$ cat src/rtl/cpu_types_pkg.sv
// Shared CPU-side types: machine word and the memory arbiter state encoding.
package cpu_types_pkg;

  localparam int WORD_W = 32;

  typedef logic [WORD_W-1:0] word_t;

  typedef enum logic [1:0] {
    IDLE = 2'd0,
    IACC = 2'd1,
    DACC = 2'd2
  } arb_state_t;

endpackage : cpu_types_pkg

$ cat src/rtl/mem_arbiter.sv
// Single-port RAM arbiter between instruction-fetch and data-access ports.
// Data requests win in IDLE; an in-flight access is never preempted, but it
// is abandoned at once if its requester withdraws, and it is forced to
// complete with an error after TIMEOUT in-flight cycles without ram_ready.
module mem_arbiter
  import cpu_types_pkg::*;
#(
  parameter int TIMEOUT = 64
) (
  input  logic  CLK,
  input  logic  RST,
  // instruction-fetch port
  input  logic  iREN,
  input  word_t iaddr,
  output logic  iwait,
  output word_t iload,
  // data-access port
  input  logic  dREN,
  input  logic  dWEN,
  input  word_t daddr,
  input  word_t dstore,
  output logic  dwait,
  output word_t dload,
  // shared RAM
  output logic  ram_ren,
  output logic  ram_wen,
  output word_t ram_addr,
  output word_t ram_store,
  input  logic  ram_ready,
  input  word_t ram_load,
  // sticky error
  output logic  err
);

  localparam int CNT_W = $clog2(TIMEOUT) + 1;
  localparam logic [CNT_W-1:0] CNT_LAST = CNT_W'(TIMEOUT - 1);

  arb_state_t       state;
  arb_state_t       state_next;
  logic [CNT_W-1:0] cnt;
  logic             d_req;
  logic             timeout_hit;
  logic             timeout_err;

  assign d_req       = dREN | dWEN;
  assign timeout_hit = (cnt == CNT_LAST);

  // State register; reset abandons any in-flight access and drops strobes.
  // NOTE: sequential state uses non-blocking (<=) so every flop samples the
  // pre-edge values; blocking here would create order-dependent races.
  always_ff @(posedge CLK or posedge RST) begin
    if (RST) state <= IDLE;
    else     state <= state_next;
  end

  // In-flight cycle counter: held at zero in IDLE, so it is zero in the first
  // cycle of every access (accesses are only entered from IDLE).
  always_ff @(posedge CLK or posedge RST) begin
    if (RST)                cnt <= '0;
    else if (state == IDLE) cnt <= '0;
    else                    cnt <= cnt + CNT_W'(1);
  end

  // Sticky error: timeout, or a data request with both strobes raised.
  always_ff @(posedge CLK or posedge RST) begin
    if (RST)                                     err <= 1'b0;
    else if (timeout_err || (dREN && dWEN))      err <= 1'b1;
  end

  // Next-state and output decode; strobes and completions follow the
  // requester combinationally so a withdrawal cancels in the same cycle.
  // NOTE: every output gets a default first so no path through the case can
  // leave a value unassigned and infer a latch.
  always_comb begin
    state_next  = state;
    timeout_err = 1'b0;
    iwait       = 1'b1;
    iload       = '0;
    dwait       = 1'b1;
    dload       = '0;
    ram_ren     = 1'b0;
    ram_wen     = 1'b0;
    ram_addr    = '0;
    ram_store   = '0;

    unique case (state)
      IDLE: begin
        if (d_req)     state_next = DACC;
        else if (iREN) state_next = IACC;
      end

      IACC: begin
        if (!iREN) begin
          // Flush: drop the strobe now, ignore any ram_ready this cycle.
          state_next = IDLE;
        end else begin
          ram_ren  = 1'b1;
          ram_addr = iaddr;
          if (ram_ready) begin
            iwait      = 1'b0;
            iload      = ram_load;
            state_next = IDLE;
          end else if (timeout_hit) begin
            iwait       = 1'b0;
            timeout_err = 1'b1;
            state_next  = IDLE;
          end
        end
      end

      DACC: begin
        if (!d_req) begin
          state_next = IDLE;
        end else begin
          ram_addr = daddr;
          // A write wins when both strobes are raised.
          if (dWEN) begin
            ram_wen   = 1'b1;
            ram_store = dstore;
          end else begin
            ram_ren = 1'b1;
          end
          if (ram_ready) begin
            dwait      = 1'b0;
            dload      = ram_load;
            state_next = IDLE;
          end else if (timeout_hit) begin
            dwait       = 1'b0;
            timeout_err = 1'b1;
            state_next  = IDLE;
          end
        end
      end

      default: state_next = IDLE;
    endcase
  end

endmodule : mem_arbiter

$ cat config.mk
export PLATFORM = sky130hd
export DESIGN_NAME = mem_arbiter
export DESIGN_NICKNAME = d
export VERILOG_FILES = /design/src/rtl/cpu_types_pkg.sv /design/src/rtl/mem_arbiter.sv
export SDC_FILE = /design/constraint.sdc
export NUM_CORES = 1
export LEC_CHECK = 0
export CORE_AREA = 2 2 104 106
export CTS_BUF_LIST = sky130_fd_sc_hd__clkbuf_16
export CTS_CLUSTER_DIAMETER = 150
export DETAILED_ROUTE_END_ITERATION = 10
export DIE_AREA = 0 0 106 108
export DONT_BUFFER_PORTS = 1
export GPL_TIMING_DRIVEN = 0
export MAX_ROUTING_LAYER = met4
export SYNTH_ARGS = -nofsm -noshare
export SYNTH_HDL_FRONTEND = slang
export SYNTH_SLANG_ARGS = --single-unit
$ cat constraint.sdc
create_clock -name CLK -period 6.1 [get_ports CLK]
set_clock_uncertainty 0.2 [all_clocks]
set_input_delay 1.83 -clock CLK [delete_from_list [all_inputs] [get_ports CLK]]
set_output_delay 1.83 -clock CLK [all_outputs]
set_load 0.02 [all_outputs]
==> summary.md <==
| Metric | Value |
|---|---|
| Final ANT Viol Nets | `0` |
| Post-synth EDFFs | `0` |
| Clk buf depth | `2` |
| Syn-to-layout area delta | `15.4%` |
| Top cell family by delay on the critical path | `buffers and inverters` |
| Fill count | `between 1000 and 1500` |
| Synth Flop Type | `dfrtp_1` |
| Synth warnings | `0` |
| DR vias/cell | `~5.1` |
| Post-synth top area share | `0.234` |
| CP Class | `input pin to output port` |
| TritonCTS Buffers | `3` |
| Unique masters post-synth | `30` |
| Die ar. | `between 10000 and 15000 sq um` |
| Status | `complete, no violations` |
| Largest net degree at the start of global routing | `11` |
| Highest clock rate | `roughly 190 MHz` |
| Initial cell density of the core | `0.160` |
| Startpoint Class | `input pin` |
| Slew @ Worst Pin | `0.770 ns` |
| Root Buffer | `clkbuf_16` |
| Sequential area share after synthesis | `0.153` |
| Post-Synthesis Cells | `284` |
| Clock slew at reported path FFs | `approximately 0.04 ns` |
| Number of port buffers | `0` |
| CTS tree | `built` |
| Maxcap violations | `0` |
| GPL Wtd Cong | `0.903` |
| Vias in the first global route | `1707` |
| Syn Nets | `about 420` |
| Cts repair resizes | `0` |
| Setup violators final | `0` |
| HPWL Detailed | `approximately 6.3 mm` |
| Cell taking the most area after synthesis | `nor2_1` |
| Initial antenna violation count | `0` |
| Required time of the worst setup path | `4.07 ns` |
| Drt first-iter violations | `118` |
| Layout net count | `approximately 430` |
| DRT Wirelength | `between 7 and 8 mm` |
| 1st-pass router iterations | `4` |
| Worst hold path class | `flip-flop to flip-flop` |
| Synth Cell Area | `between 1500 and 2000 sq um` |
| FP Rows | `37` |
| Die W | `around 110 microns` |
| Placed instance count | `420` |
| Critical-path maximum fanout | `10` |
| Hold Slack | `around 0.28 ns` |
| Total number of vias | `~2200` |
| Area of the multi-input gates | `~1200 sq um` |
| Setup TNS | `0 ns` |
| Fin. max-slew vios | `0` |
| Most used cell, CP | `clkbuf_1` |
| DRC errors left | `0` |
| Crit path buf inv count | `2` |
| Slowest cell on crit path | `nor2_1` |
| Register area | `between 200 and 300 sq um` |
| Final worst-path setup slack | `between 0.9 and 1 ns` |
| Normalized max-slew margin | `0.482` |
| Most common cell in the netlist | `nor2_1` |
| Die height | `around 110 microns` |
| Cell Area, Placed | `roughly 1800 sq um` |
| H-tree depth | `1` |
| Worst VDD drop | `around 0.000080 V` |
| First-pass GRT wire length | `just under 10 mm` |
| Worst skew pair latency | `0.24 ns` |
| Core ar. | `between 10000 and 15000 sq um` |
| Worst path max stage delay | `0.44 ns` |
| Tot GR Track Use | `0.112` |
| Unrepaired setup endpoints after global routing | `no` |
| Async SR Flop Fraction | `1.00` |
| Number of post-CTS setup repair buffers | `0` |
| Cell Count, Final, Fillers Out | `between 400 and 500` |
| Worst setup EP type | `output port` |
| Final period utilization | `0.844` |
| Clock period minus worst slack | `about 5.2 ns` |
| Routed WL per cell | `between 15 and 20 microns` |
| Ports | `about 270` |
| Synth cell count leaders | `102 x nor2_1, 38 x nand2_1, 32 x a22oi_1, 32 x and3_1, 19 x clkbuf_1` |
| Hold Buf Count CTS | `0` |
| GRT overflow | `0` |
| Fraction of layout cells with a size suffix above 1 | `0.0556` |
| Setup WS pre-CTS | `approximately 0.94 ns` |
| Final Hold Violating Endpoints | `0` |
| Leak | `roughly 0.0008 uW` |
| Ranking of synthesized cells by area | `nor2_1 23%, dfrtp_1 15%, a22oi_1 15%` |
| Yosys reg bits | `10` |
| Worst Path Arrival | `3.12 ns` |
| Final instance area | `between 1500 and 2000 sq um` |
| Critical Path, Cell by Cell | `clkbuf_1 -> clkbuf_1 -> nand2_1 -> nor2_1` |
| Post-Syn Area per Cell | `5.76 sq um` |
| Clock sink count | `10` |
| Pwr dens | `~370 nW/um^2` |
==> registers in the layout, indices dropped and copies added, names as in the netlist <==
| name | count |
|---|---|
| cnt | 7 |
| err | 1 |
| state | 2 |
==> through the flow <==
stage	util	power [uW]
6_report	0.185	702
3_5_place_dp	0.177	581
3_3_place_gp	0.177	569
5_1_grt	0.184	751
4_1_cts	0.184	702
2_1_floorplan	-	494
==> layout make-up <==
type,count,share of cell area
well taps,136,0.0901
inverters,6,0.0119
plain buffers,30,0.0656
flip-flops and latches,10,0.133
multi-input cells,238,0.657
diodes,1,0.00133
clock inverters,1,0.00199
clock buffers,3,0.0398
==> path summary, 6_finish.rpt <==
kind | depth (start not counted) | slack, ns | from | end
setup / recovery | 4 | 0.95 | ram_ready | iload[29]
hold / removal | 1 | 0.28 | cnt[0] | cnt[0]
setup reg to reg | 7 | 4.17 | state[0] | state[1]
hold reg to reg | 1 | 0.28 | cnt[0] | cnt[0]
max in group asynchronous | 1 | 4.15 | RST | err
min in group asynchronous | 1 | 1.27 | RST | cnt[2]
==> where the power goes <==
part	leakage [uW]	total, uW	switching [uW]	internal [uW]
sequential	0.000130	90.4	12.1	78.3
clock	0.0000385	118	31.5	86.0
combinational	0.000632	494	389	105
==> routing by layer <==
metal  vias up  part of all wire  track usage
met5         -                 0            -
met4         0            0.0094       0.0273
met3         7             0.083       0.0187
met2       156              0.51        0.185
met1      1028              0.40        0.144
li1        968                 -            -
==> logic make-up (layout without fill, tap and decap cells) <==
logic type	after synthesis	count (layout)	share of synthesized area
flip-flops	10	10	0.153
other	0	1	0
adder cells (fa/ha/maj)	5	5	0.0382
buffers and inverters	36	40	0.0894
AO/OA/AOI/OAI	48	48	0.216
AND/OR/NAND/NOR	182	182	0.488
XOR/XNOR	3	3	0.0161
==> placed cells by master, fill, tap and decap left out, drive strengths merged, types with 2 or more instances in the layout <==
| cell type | n |
|---|---|
| a21oi | 5 |
| a22oi | 32 |
| and2 | 2 |
| and3 | 32 |
| buf | 11 |
| clkbuf | 22 |
| clkinv | 2 |
| dfrtp | 10 |
| ha | 5 |
| inv | 5 |
| nand2 | 38 |
| nand3 | 3 |
| nor2 | 102 |
| o21ai | 4 |
| o41ai | 3 |
| or3 | 2 |
| xor2 | 2 |
Power figures use the tool's default switching activity.
